==> src/rtl/adder3_complex_sched.sv <==
// -----------------------------------------------------------------------------
// adder3_complex_sched
//
// Streaming controller that gathers complex Q(QI.QF) samples into groups of
// three and sums each group on one shared three-operand complex adder. A group
// that s_last closes early is zero-padded. The registered sum is offered on a
// valid/ready output stream. A saturating counter tracks how many emitted
// groups overflowed.
//
// Ports:
//   clk, rst_n           clock (rising edge), asynchronous active-low reset
//   s_valid/s_ready      input sample handshake
//   s_re, s_im           input sample, signed Q(QI.QF), W bits each
//   s_last               sample closes the current group early
//   m_valid/m_ready      result handshake
//   m_re, m_im           registered group sums, signed, OW bits each
//   m_overflow           adder overflow flag for this group
//   m_count              real (non-padded) samples in the group, 1..3
//   ovf_clr              synchronous clear of ovf_cnt
//   ovf_cnt              saturating count of emitted overflowed groups
//   busy                 high whenever a group is in progress
// -----------------------------------------------------------------------------

// Purely combinational three-operand complex adder. The sums keep full
// precision: two guard bits are enough for three W-bit operands.
module adder3_complex #(
    parameter int QI = 4,
    parameter int QF = 4
) (
    input  logic [QI+QF-1:0] a_re,
    input  logic [QI+QF-1:0] a_im,
    input  logic [QI+QF-1:0] b_re,
    input  logic [QI+QF-1:0] b_im,
    input  logic [QI+QF-1:0] c_re,
    input  logic [QI+QF-1:0] c_im,
    output logic [QI+QF+1:0] d_re,
    output logic [QI+QF+1:0] d_im,
    output logic             overflow
);
    localparam int W  = QI + QF;
    localparam int OW = QI + QF + 2;

    logic ovf_re;
    logic ovf_im;

    // Sign-extend each operand by the two guard bits before adding.
    always_comb begin
        d_re = {{2{a_re[W-1]}}, a_re} + {{2{b_re[W-1]}}, b_re} + {{2{c_re[W-1]}}, c_re};
        d_im = {{2{a_im[W-1]}}, a_im} + {{2{b_im[W-1]}}, b_im} + {{2{c_im[W-1]}}, c_im};
    end

    // A sum fits the signed W-bit range only if its top three bits are all
    // copies of one sign bit.
    always_comb begin
        ovf_re   = !((d_re[OW-1:W-1] == 3'b000) || (d_re[OW-1:W-1] == 3'b111));
        ovf_im   = !((d_im[OW-1:W-1] == 3'b000) || (d_im[OW-1:W-1] == 3'b111));
        overflow = ovf_re || ovf_im;
    end
endmodule

module adder3_complex_sched #(
    parameter int QI = 4,
    parameter int QF = 4,
    parameter int CW = 16
) (
    input  logic             clk,
    input  logic             rst_n,
    input  logic             s_valid,
    output logic             s_ready,
    input  logic [QI+QF-1:0] s_re,
    input  logic [QI+QF-1:0] s_im,
    input  logic             s_last,
    output logic             m_valid,
    input  logic             m_ready,
    output logic [QI+QF+1:0] m_re,
    output logic [QI+QF+1:0] m_im,
    output logic             m_overflow,
    output logic [1:0]       m_count,
    input  logic             ovf_clr,
    output logic [CW-1:0]    ovf_cnt,
    output logic             busy
);
    localparam int W  = QI + QF;
    localparam int OW = QI + QF + 2;

    typedef enum logic [1:0] {
        COLLECT = 2'd0,
        SUM     = 2'd1,
        OUT     = 2'd2
    } state_t;

    state_t        state;
    state_t        state_nxt;
    logic [1:0]    idx;
    logic [1:0]    cnt;
    logic [W-1:0]  slot0_re, slot0_im;
    logic [W-1:0]  slot1_re, slot1_im;
    logic [W-1:0]  slot2_re, slot2_im;
    logic [OW-1:0] d_re;
    logic [OW-1:0] d_im;
    logic          overflow;
    logic          accept;
    logic          close_grp;
    logic          out_done;
    logic          ovf_inc;

    adder3_complex #(.QI(QI), .QF(QF)) u_adder (
        .a_re     (slot0_re),
        .a_im     (slot0_im),
        .b_re     (slot1_re),
        .b_im     (slot1_im),
        .c_re     (slot2_re),
        .c_im     (slot2_im),
        .d_re     (d_re),
        .d_im     (d_im),
        .overflow (overflow)
    );

    // A group closes on its third sample or on any sample marked s_last.
    always_comb begin
        accept    = s_valid && s_ready;
        close_grp = accept && ((idx == 2'd2) || s_last);
        out_done  = (state == OUT) && m_ready;
        ovf_inc   = (state == SUM) && overflow;
        busy      = (state != COLLECT) || (idx != 2'd0);
    end

    // State register.
    always_ff @(posedge clk or negedge rst_n) begin
        if (!rst_n) begin
            state <= COLLECT;
        end else begin
            state <= state_nxt;
        end
    end

    // Next-state logic. Input is accepted only while collecting.
    always_comb begin
        state_nxt = state;
        s_ready   = 1'b0;
        case (state)
            COLLECT: begin
                s_ready = 1'b1;
                if (close_grp) begin
                    state_nxt = SUM;
                end
            end
            SUM: begin
                state_nxt = OUT;
            end
            OUT: begin
                if (m_ready) begin
                    state_nxt = COLLECT;
                end
            end
            default: begin
                state_nxt = COLLECT;
            end
        endcase
    end

    // Slot capture and index tracking. Slots are cleared when a result leaves,
    // so any slot the next group does not write is added in as zero padding.
    always_ff @(posedge clk or negedge rst_n) begin
        if (!rst_n) begin
            idx      <= 2'd0;
            cnt      <= 2'd0;
            slot0_re <= '0;
            slot0_im <= '0;
            slot1_re <= '0;
            slot1_im <= '0;
            slot2_re <= '0;
            slot2_im <= '0;
        end else if (out_done) begin
            slot0_re <= '0;
            slot0_im <= '0;
            slot1_re <= '0;
            slot1_im <= '0;
            slot2_re <= '0;
            slot2_im <= '0;
        end else if (accept) begin
            case (idx)
                2'd0: begin
                    slot0_re <= s_re;
                    slot0_im <= s_im;
                end
                2'd1: begin
                    slot1_re <= s_re;
                    slot1_im <= s_im;
                end
                default: begin
                    slot2_re <= s_re;
                    slot2_im <= s_im;
                end
            endcase
            if (close_grp) begin
                cnt <= idx + 2'd1;
                idx <= 2'd0;
            end else begin
                idx <= idx + 2'd1;
            end
        end
    end

    // Output register. It loads at the end of the single SUM cycle and holds
    // until the downstream handshake.
    always_ff @(posedge clk or negedge rst_n) begin
        if (!rst_n) begin
            m_valid    <= 1'b0;
            m_re       <= '0;
            m_im       <= '0;
            m_overflow <= 1'b0;
            m_count    <= 2'd0;
        end else if (state == SUM) begin
            m_valid    <= 1'b1;
            m_re       <= d_re;
            m_im       <= d_im;
            m_overflow <= overflow;
            m_count    <= cnt;
        end else if (out_done) begin
            m_valid    <= 1'b0;
        end
    end

    // Overflow counter. A clear that coincides with an increment leaves one
    // count: the clear happens first, then the new overflow is counted.
    always_ff @(posedge clk or negedge rst_n) begin
        if (!rst_n) begin
            ovf_cnt <= '0;
        end else if (ovf_clr) begin
            ovf_cnt <= ovf_inc ? CW'(1) : '0;
        end else if (ovf_inc && (ovf_cnt != {CW{1'b1}})) begin
            ovf_cnt <= ovf_cnt + CW'(1);
        end
    end
endmodule

==> config.mk <==
export PLATFORM = sky130hd
export DESIGN_NAME = adder3_complex_sched
export DESIGN_NICKNAME = d
export VERILOG_FILES = /design/src/rtl/adder3_complex_sched.sv
export SDC_FILE = /design/constraint.sdc
export NUM_CORES = 1
export LEC_CHECK = 0
export ABC_CLOCK_PERIOD_IN_PS = 5400
export BUFFER_PORTS_ARGS = -buffer_cell sky130_fd_sc_hd__buf_2
export CORE_ASPECT_RATIO = 0.9
export CORE_MARGIN = 3
export CORE_UTILIZATION = 55
export CTS_CLUSTER_DIAMETER = 30
export DETAILED_ROUTE_END_ITERATION = 16
export GPL_ROUTABILITY_DRIVEN = 0
export MAX_ROUTING_LAYER = met4
export PLACE_DENSITY = 0.72
export SLEW_MARGIN = 40
export SYNTH_ARGS = -nofsm -noshare
export SYNTH_HDL_FRONTEND = slang
export SYNTH_SLANG_ARGS = --single-unit
==> constraint.sdc <==
create_clock -name clk -period 5.4 [get_ports clk]
set_clock_uncertainty 0.2 [all_clocks]
set_input_delay 1.35 -clock clk [delete_from_list [all_inputs] [get_ports clk]]
set_output_delay 1.35 -clock clk [all_outputs]
set_load 0.02 [all_outputs]
## Yosys cells after proc, flatten, opt, wreduce, memory -nomap -nowiden

Index checks and enable logic that the tools add are counted.

- Register bits: 94
- Bits in latches: 0
- Memory bits (writable): 0
- ROM bits: 0
- Bits of input ports: 22
- Logic and storage cells: 90
- Memories kept: 0

- Add/sub/neg operators: 6
- $mul: 0
- Div/mod/pow operators: 0
- Magnitude comparators: 0
- Equality and inequality tests: 10
- Shifts and indexed selects: 0
- Mux-type cells: 28
- Bitwise gates (word level): 1
- Reduce and logical (&&, ||, !) cells: 30

Operator list:

| operator | number |
|---|---|
| $mux 8 | 18 |
| $mux 16 | 2 |
| $add 10x10->10 | 2 |
| $add 8x8->9 | 2 |
| $add 16x1->16 const B | 1 |
| $ne 16x16->1 const B | 1 |
| $reduce_bool 2->1 | 7 |
| $reduce_and 2->1 | 5 |
| $eq 3x3->1 const B | 2 |
| $logic_not 3->1 | 2 |
| $mux 2 | 3 |
| $pmux 2 s3 | 1 |
| $logic_and 1x1->1 | 5 |
| $logic_or 1x1->1 | 5 |
| $eq 2x1->1 const B | 2 |
| $eq 2x2->1 const B | 2 |
| $logic_not 2->1 | 2 |
| $mux 1 | 4 |
| $ne 2x2->1 const B | 2 |
| $reduce_and 3->1 | 1 |
| $add 2x1->2 const B | 1 |
| $logic_not 1->1 | 2 |
| $ne 2x1->1 const B | 1 |
| $reduce_or 2->1 | 1 |
| $not 1->1 | 1 |

## Logic depth before layout (Yosys ltp)

Gate-level depths: netlist of run 1.

- Depth after elaboration: 10
- Gate-level depth with buffers: 20
- Gate-level depth less buffers: 18

## Cells and area by module

Synthesis of run 1 repeated with hierarchy kept, for this count alone.

- Cell total of the unflattened synthesis: 500
- Area total of the unflattened synthesis: 5126.2 µm²

Modules (own cells, without submodules):

| module | instances | cells an instance | area an instance (µm²) |
|---|---|---|---|
| adder3_complex_sched | 1 | 379 | 4033.9 |
| adder3_complex | 1 | 121 | 1092.3 |

## Worst setup path after synthesis of run 1

No wires, ideal clock.

- Path kind: register to register
- From: register slot0_im[0]
- To: register ovf_cnt[13]
- Library setup time: 0.128 ns
- Data arrival time: 3.728 ns
- Slack: 1.344 ns
- Stages on the path, launching flop included: 20
- Cell sequence: dfrtp_1 > ha_1 > inv_1 > fa_1 > inv_1 > a21oi_1 > o21ai_0 > a21o_1 > a21oi_1 > xnor2_1 > ha_1 > nand2_1 > o21a_1 > a2111oi_4 > a311oi_2 > or3_4 > a21oi_4 > buf_6 > nor3_1 > mux2_1

- Cells in the longest elaborated chain, start to end: 9
- Elaborated cells between the ends (all ways): 10
- Those cells by class: add/sub (2); eq/ne (1); reduce/logical (7)

RTL lines:

| element | RTL line | text |
|---|---|---|
| from (decl) | 96 | `logic [W-1:0] slot0_re, slot0_im;` |
| from (signal assigned) | 185 | `slot0_im <= s_im;` |
| $add 8x8->9 * | 49 | `d_im = {{2{a_im[W-1]}}, a_im} + {{2{b_im[W-1]}}, b_im} + {{2{c_im[W-1]}}, c_im};` |
| $add 10x10->10 * | 49 |  |
| $eq 3x3->1 / $logic_not 3->1 (equally long branches) | 56 | `ovf_im = !((d_im[OW-1:W-1] == 3'b000) \|\| (d_im[OW-1:W-1] == 3'b111));` |
| $logic_or 1x1->1 * | 56 |  |
| $logic_not 1->1 * | 56 |  |
| $logic_or 1x1->1 * | 57 | `overflow = ovf_re \|\| ovf_im;` |
| $logic_and 1x1->1 * | 124 | `ovf_inc = (state == SUM) && overflow;` |
| $logic_and 1x1->1 * | 232 | `end else if (ovf_inc && (ovf_cnt != {CW{1'b1}})) begin` |
| $reduce_bool 2->1 (no line) * | n/a |  |
| to (signal assigned) | 231 | `ovf_cnt <= ovf_inc ? CW'(1) : '0;` |
| to (signal assigned) | 233 | `ovf_cnt <= ovf_cnt + CW'(1);` |
| to (decl) | 80 | `output logic [CW-1:0] ovf_cnt,` |

Every way passes the cells marked *; elsewhere a longest branch is shown, timed or not.
A chain may end at the register's enable or synchronous reset.

## Worst setup path in the final report of run 1

- From: register slot0_im[0]
- To: register ovf_cnt[15]

Same word-level chain as after synthesis.

==> results of run 1 <==
## synthesized netlist by cell type, drive strengths merged
| cell | number | share of area (%) |
|---|---|---|
| or2 | 2 | 0.23 |
| dfrtp | 94 | 43 |
| o211a | 1 | 0.18 |
| a31oi | 2 | 0.35 |
| o21bai | 9 | 1.2 |
| a21o | 7 | 0.97 |
| xnor2 | 14 | 2.3 |
| o211ai | 1 | 0.14 |
| mux2 | 4 | 0.83 |
| o21a | 2 | 0.28 |
| a311oi | 1 | 0.28 |
| a311o | 1 | 0.18 |
| nor4 | 1 | 0.12 |
| xor2 | 10 | 1.6 |
| or3 | 4 | 0.55 |
| buf | 2 | 0.42 |
| or4 | 9 | 1.2 |
| nand2 | 150 | 10 |
| a2111oi | 1 | 0.51 |
| o221ai | 1 | 0.16 |
| a211oi | 6 | 1.0 |
| o22a | 1 | 0.16 |
| clkbuf | 23 | 1.6 |
| a211o | 2 | 0.32 |
| nand4 | 3 | 0.35 |
| nand3 | 12 | 1.1 |
| o21ai | 32 | 3.0 |
| ha | 40 | 9.2 |
| o21ba | 1 | 0.30 |
| nor2 | 14 | 0.97 |
| or4b | 1 | 0.18 |
| nor3 | 6 | 0.55 |
| and3 | 7 | 0.81 |
| inv | 30 | 2.1 |
| nor2b | 7 | 0.81 |
| a21oi | 77 | 7.3 |
| fa | 4 | 1.5 |
| mux2i | 3 | 0.62 |
| nand2b | 7 | 0.81 |
| o31a | 1 | 0.16 |
| o31ai | 12 | 1.7 |
## area by class of cell
cell class / instances / area share, %
clock inverter: 3 / 1.14
sequential: 94 / 38.9
multi-input combinational: 456 / 47.3
timing repair buffer: 67 / 5.94
clock buffer: 13 / 2.30
tap: 122 / 2.53
inverter: 30 / 1.86
## cells by family (layout without fill, tap and decap cells)
| family | Yosys count | in the layout |
|---|---|---|
| adders and majority gates | 44 | 44 |
| xor gates and xnor gates | 24 | 24 |
| AOI/OAI and AO/OA | 158 | 158 |
| muxes | 7 | 7 |
| DFF | 94 | 94 |
| and+or+nand+nor | 223 | 223 |
| buffers and inverters | 55 | 113 |
## cell usage in the layout, fill, tap and decap left out, types with 2 or more instances in the layout
cell / netlist / final
a211o_1: 2 / 2
a211oi_1: 4 / 4
a211oi_2: 2 / 2
a21o_1: 7 / 7
a21oi_1: 76 / 76
and3_1: 7 / 7
buf_2: 0 / 62
buf_4: 0 / 3
bufinv_16: 0 / 2
clkbuf_1: 23 / 4
clkbuf_8: 0 / 9
dfrtp_1: 94 / 94
fa_1: 4 / 4
ha_1: 40 / 40
inv_1: 30 / 30
mux2_1: 3 / 3
mux2i_1: 2 / 2
nand2_1: 150 / 150
nand2b_1: 7 / 7
nand3_1: 12 / 12
nand4_1: 3 / 3
nor2_1: 14 / 13
nor2b_1: 7 / 6
nor3_1: 6 / 5
o21a_1: 2 / 2
o21ai_0: 30 / 30
o21bai_1: 9 / 9
o31ai_1: 12 / 12
or2_2: 2 / 2
or3_1: 3 / 3
or4_1: 9 / 9
xnor2_1: 14 / 14
xor2_1: 10 / 10
## worst paths after layout
path,from,to,cells after the start
setup / recovery,slot0_im[0]$_DFFE_PN0P_,ovf_cnt[15]$_DFFE_PN0P_,18
hold / removal,m_count[1]$_DFFE_PN0P_,m_count[1]$_DFFE_PN0P_,2
setup reg to reg,slot0_im[0]$_DFFE_PN0P_,ovf_cnt[15]$_DFFE_PN0P_,18
hold reg to reg,m_count[1]$_DFFE_PN0P_,m_count[1]$_DFFE_PN0P_,2
max in group asynchronous,rst_n,slot2_re[4]$_DFFE_PN0P_,2
min in group asynchronous,rst_n,ovf_cnt[4]$_DFFE_PN0P_,1
## sequential cells by signal (all words and copies together), names as in the netlist, 8 cells and up
name,flops
m_re,10
slot0_im,8
m_im,10
slot2_im,8
slot1_re,8
slot2_re,8
ovf_cnt,16
slot1_im,8
slot0_re,8
## metal layers
layer  vias to the layer above  routed length [um]  share of wire, %  track usage [%]
met4                         0                 160               1.4             6.72
met5                         -                   0                 0                -
met3                        11                 426               3.7             3.38
li1                       2191                   -                 -                -
met2                        91                6010                52             41.1
met1                      2111                5030                43             26.1
## worst reg2reg max path, delay by kind of cell (launching register included)
family          cells  cell delay (ns)
simple gates        3             0.64
buf+inv             2             0.14
mux                 1             0.34
fa+ha+maj           3             0.92
compound gates      8             1.77
flops               1             0.36
xor+xnor            1             0.14
## through the flow
| step | utilization (%) | cell area, um^2 | power [mW] | std cells |
|---|---|---|---|---|
| finish | 64.7 | 6040 | 3.89 | 785 |
| global route | 64.7 | 6040 | 4.24 | 785 |
| global placement | 62.3 | 5810 | 3.32 | 768 |
| CTS | 64.7 | 6040 | 3.93 | 785 |
| detailed placement | 62.5 | 5830 | 3.41 | 769 |
| floorplan | - | 5420 | 2.92 | 605 |
## power by group through the flow
stage               clock network, mW  logic (mW)  registers, mW
global placement                    0        2.21           1.11
CTS                             0.516        2.30           1.11
detailed placement                  0        2.28           1.13
finish                          0.501        2.28           1.11
floorplan                           0        1.72           1.19
global route                    0.545        2.55           1.14
==> flow_summary.json, run 1 <==
{
  "row_count": 33,
  "min_period_ns": 4.62,
  "path_clk_slew_ns": 0.09,
  "syn_nets": 671,
  "post_cts_resized": 0,
  "die_width_um": 111,
  "p_seq_share_pct": 28.6,
  "insertion_delay_ns": 0.35,
  "r2r_slack_ns": 0.78,
  "worst_path_largest_cell_delay_ns": 0.52,
  "dieArea_mm2": 0.0111,
  "ios": 64,
  "fin_nets": 724,
  "cts_buffers": 9,
  "grt_pass1_wl_um": 20100,
  "drcViolationCount": 0,
  "cts.sinks": 94,
  "die_y_um": 100,
  "wirelength_um": 11600,
  "required_ns": 5.44,
  "drv_cap": 0,
  "cts_tree": "yes",
  "critPathKind": "reg -> reg",
  "fillers": 827,
  "cts_hold_repair.buffers": 0,
  "n_antenna_cell": 0,
  "p_comb_share_pct": 58.6,
  "holdWs_ns": 0.273,
  "end_kind": "flop",
  "vias_per_cell": 5.61,
  "fin_ws_ns": 0.785,
  "synth_fa_ha_area_share_pct": 10.7,
  "drv_slew": 0,
  "pwr_density_cell_mw_per_mm2": 644,
  "power.leakage_nw": 2.97,
  "synthSimpleGateAreaFrac_pct": 18.1,
  "crit_fanout": 28,
  "synth_top_family_by_area": "compound AO/OA/AOI/OAI gates",
  "vias": 4404,
  "drt_pass1_iterations": 5,
  "critical_path.top_delay_family": "compound AO/OA/AOI/OAI gates",
  "netlist_area_mm2": 0.00542,
  "power_switching_share_pct": 45.8,
  "synth_seq_cells": 94,
  "grt_overflow": 0,
  "dp_hpwl_um": 8380,
  "multi_input_area_mm2": 0.00286,
  "coreArea_mm2": 0.00933,
  "grt_pass1_vias": 4421,
  "clockRootBuffer": "clkbuf_8",
  "ys_types": 49,
  "initial_core_util_pct": 58.0,
  "finalHoldViolCount": 0,
  "grt_usage_pct": 22.6,
  "fmax_mhz": 217,
  "arrival_ns": 4.65,
  "vdd_ir_drop_max_uv": 327,
  "postSynthAreaPerCell_um2": 8.95,
  "ant_nets": 0,
  "wire_per_inst_um": 14.8,
  "synth_xor_area_share_pct": 3.88,
  "post_cts_buffers": 0,
  "yosysWarnings": 0,
  "critPathBufInv": 2,
  "synthMuxAreaShare_pct": 1.46,
  "outcome": "finished clean",
  "clock_path_buffers": 2,
  "antenna_found_initial": 0,
  "area_growth_syn_to_layout_pct": 11.6,
  "htree_levels": 3,
  "critPathLaunchType": "flop",
  "setup_violations": 0,
  "port_buffers": 63,
  "post-place-ws_ns": 0.813,
  "tns_ns": 0,
  "seq_area_mm2": 0.00235,
  "synth_compound_area_share_pct": 18.3,
  "path_cells": "ha_1, inv_1, fa_1, inv_1, a21oi_1, o21ai_0, a21o_1, a21oi_1, xnor2_1, ha_1, nand2_1, o21a_1, a2111oi_4, a311oi_2, or3_4, a21oi_4, nor3_1, mux2_1",
  "hp-class": "reg -> reg",
  "yosysSeqAreaShare_pct": 43.4,
  "synthCells": 605,
  "fin_crit_sh_pct": 85.5,
  "slew-limit-headroom_pct": 44.9,
  "drive_gt1_share_pct": 14.3,
  "drt_iter0_markers": 233,
  "p_clk_share_pct": 12.9,
  "internal-power_mw": 2.11,
  "grt_setup_unrepaired": "false",
  "grt_max_degree": 64,
  "worst_pin_slew_ns": 0.825,
  "slowest_stage": "a21oi_4",
  "p_sw_mw": 1.78
}
Power figures use the tool's default switching activity.
==> run 2: changes to the inputs <==
Settings changed: SYNTH_HIERARCHICAL from default to 1.
==> flow_summary.json, run 2 <==
{
  "drv_slew": 0,
  "port_buffers": 63,
  "finalHoldViolCount": 0,
  "postSynthAreaPerCell_um2": 10.3,
  "netlist_top_cells_area": "dfrtp_1 46%, fa_1 7.0%, mux2_2 5.7%, nand2_1 5.4%, ha_1 4.9%",
  "ys_async_sr_fraction_pct": 100,
  "rr_endpoint": "ovf_cnt[9]$_DFFE_PN0P_",
  "dieArea_mm2": 0.0105,
  "arrival_ns": 4.80,
  "drcViolationCount": 0,
  "grt_max_degree": 58,
  "startpoint": "slot0_im[4]$_DFFE_PN0P_",
  "insertion_delay_ns": 0.35,
  "vias": 3779,
  "cts_tree": "yes",
  "top_regs": "ovf_cnt: 16 flops, m_im: 10 flops, m_re: 10 flops",
  "fillers": 724,
  "regMostFlops": "ovf_cnt",
  "coreArea_mm2": 0.00881,
  "ant_nets": 0,
  "fin_util_pct": 65.0,
  "worstHoldStart": "cnt[0]$_DFFE_PN0P_",
  "grt_usage_pct": 22.1,
  "yosysMostFrequentCell": "dfrtp_1",
  "synth_seq_cells": 94,
  "placed_cell_area_mm2": 0.00552,
  "dp_hpwl_um": 7550,
  "drv_cap": 0,
  "r2r-start": "slot0_im[4]$_DFFE_PN0P_",
  "yosysWarnings": 6,
  "cts_buffers": 9,
  "fin_nets": 613,
  "synth_top_cell_area_share_pct": 45.9,
  "cts_hold_repair.buffers": 0,
  "final_cell_mix": "94 x dfrtp_1, 74 x nand2_1, 62 x buf_2",
  "largest_reg_flops": 16,
  "grt_overflow": 0,
  "r2r_slack_ns": 0.67,
  "fmax_mhz": 211,
  "fin_ws_ns": 0.669,
  "final_common_cell": "dfrtp_1",
  "n_antenna_cell": 0,
  "final_cells": 676,
  "end_kind": "flop",
  "die_width_um": 108,
  "area_growth_syn_to_layout_pct": 11.8,
  "wirelength_um": 10800,
  "row_count": 32,
  "stdcell_area_mm2": 0.00573,
  "ys_types": 56,
  "synthCells": 500,
  "cts.sinks": 94,
  "netlist_area_mm2": 0.00513,
  "path_cells": "fa_1, ha_1, a21o_1, a21oi_2, or4b_1, a21o_1, and4_1, o221ai_1, nand3b_4, or4_1, or4_1, a21oi_1",
  "clock_path_buffers": 2,
  "crit_fanout": 10,
  "synth_edf_count": 0,
  "dr.max_layer_used": "met4",
  "fin_crit_sh_pct": 87.6,
  "critPathLaunchType": "flop",
  "route.met3.wl_um": 423,
  "antenna_found_initial": 0,
  "worst_pin_slew_ns": 0.799,
  "pwr_density_cell_mw_per_mm2": 620,
  "slew-limit-headroom_pct": 46.7,
  "tns_ns": 0,
  "power.leakage_nw": 2.83,
  "drive_gt1_share_pct": 21.5,
  "wl_met1_um": 5130,
  "hp-class": "reg -> reg",
  "synthFlopType": "dfrtp_1",
  "ys_top_cells_by_count": "94 x dfrtp_1, 74 x nand2_1, 48 x a21oi_1",
  "path_clk_slew_ns": 0.09,
  "required_ns": 5.47,
  "yosysTopAreaCell": "dfrtp_1",
  "critPathKind": "reg -> reg",
  "post-place-ws_ns": 0.763,
  "r2r_cells": 12,
  "grt_pass1_vias": 3749,
  "post_cts_resized": 0,
  "syn_nets": 560,
  "worst_path_largest_cell_delay_ns": 0.68,
  "min_period_ns": 4.73,
  "yosysSeqAreaShare_pct": 45.9,
  "hold_depth": 2,
  "wl_met2_um": 5170,
  "wire_per_inst_um": 15.9,
  "ios": 64,
  "initial_core_util_pct": 58.2,
  "drt_iter0_markers": 130,
  "grt_setup_unrepaired": "false",
  "vdd_ir_drop_max_uv": 321,
  "grt_pass1_wl_um": 18100,
  "die_y_um": 97.6,
  "setup_violations": 0,
  "min_to": "cnt[0]$_DFFE_PN0P_",
  "drt_pass1_iterations": 5,
  "htree_levels": 3,
  "dp.cells": 661,
  "vias_per_cell": 5.59,
  "clockRootBuffer": "clkbuf_8",
  "post_cts_buffers": 0,
  "outcome": "finished clean",
  "slowest_stage": "or4_1"
}
[run 2: area by class of cell]
type | count | area, um^2 | area share (%)
Clock buffer | 10 | 128 | 2.23
Clock inverter | 5 | 83.8 | 1.46
Inverter | 25 | 93.8 | 1.64
Multi-Input combinational cell | 358 | 2590 | 45.2
Sequential cell | 94 | 2350 | 41.1
Tap cell | 119 | 149 | 2.60
Timing Repair Buffer | 65 | 333 | 5.81
[run 2: logic make-up (layout without fill, tap and decap cells)]
kind of cell | Yosys count | after routing | share of synthesized area (%)
simple gates | 174 | 174 | 17.0
compound gates | 94 | 94 | 10.9
flops | 94 | 94 | 45.9
buf+inv | 48 | 105 | 3.66
mux | 43 | 43 | 9.03
fa+ha+maj | 38 | 38 | 11.9
xor+xnor | 9 | 9 | 1.54
[run 2: through the flow]
step | power, mW | hold WS [ns]
finish | 3.55 | 0.279
floorplan | 2.57 | 0.244
detailed placement | 3.07 | 0.265
global route | 3.86 | 0.327
global placement | 2.99 | 0.257
CTS | 3.57 | 0.287
[run 2: worst max-delay path, delay by kind of cell (launching register included)]
family                   cells  cell delay (ns)
AND/OR/NAND/NOR              5             2.06
AO/OA/AOI/OAI                5             1.10
flip-flops                   1             0.41
adder cells (fa/ha/maj)      2             0.86
[run 2: worst max path at each step]
| stage | end | slack (ns) | depth (start not counted) |
|---|---|---|---|
| after CTS | ovf_cnt[9]$_DFFE_PN0P_ | 0.69 | 12 |
| after global placement | ovf_cnt[9]$_DFFE_PN0P_ | 0.89 | 12 |
| after global routing | ovf_cnt[9]$_DFFE_PN0P_ | 0.43 | 12 |
| after floorplan | ovf_cnt[15]$_DFFE_PN0P_ | 1.12 | 13 |
| final | ovf_cnt[9]$_DFFE_PN0P_ | 0.67 | 12 |
| after detailed placement | ovf_cnt[9]$_DFFE_PN0P_ | 0.76 | 12 |
[run 2: layer usage]
| metal | up-vias | global-route usage (%) |
|---|---|---|
| li1 | 1848 | - |
| met1 | 1855 | 29.3 |
| met2 | 68 | 35.9 |
| met3 | 8 | 3.99 |
| met4 | 0 | 4.37 |
| met5 | - | - |
[run 2: power breakdown]
group          switching (mW)  leakage (nW)  internal [mW]  total [mW]
combinational            1.08          1.52          0.839        1.92
sequential              0.176          1.21          0.955        1.13
clock                   0.238        0.0990          0.260       0.498
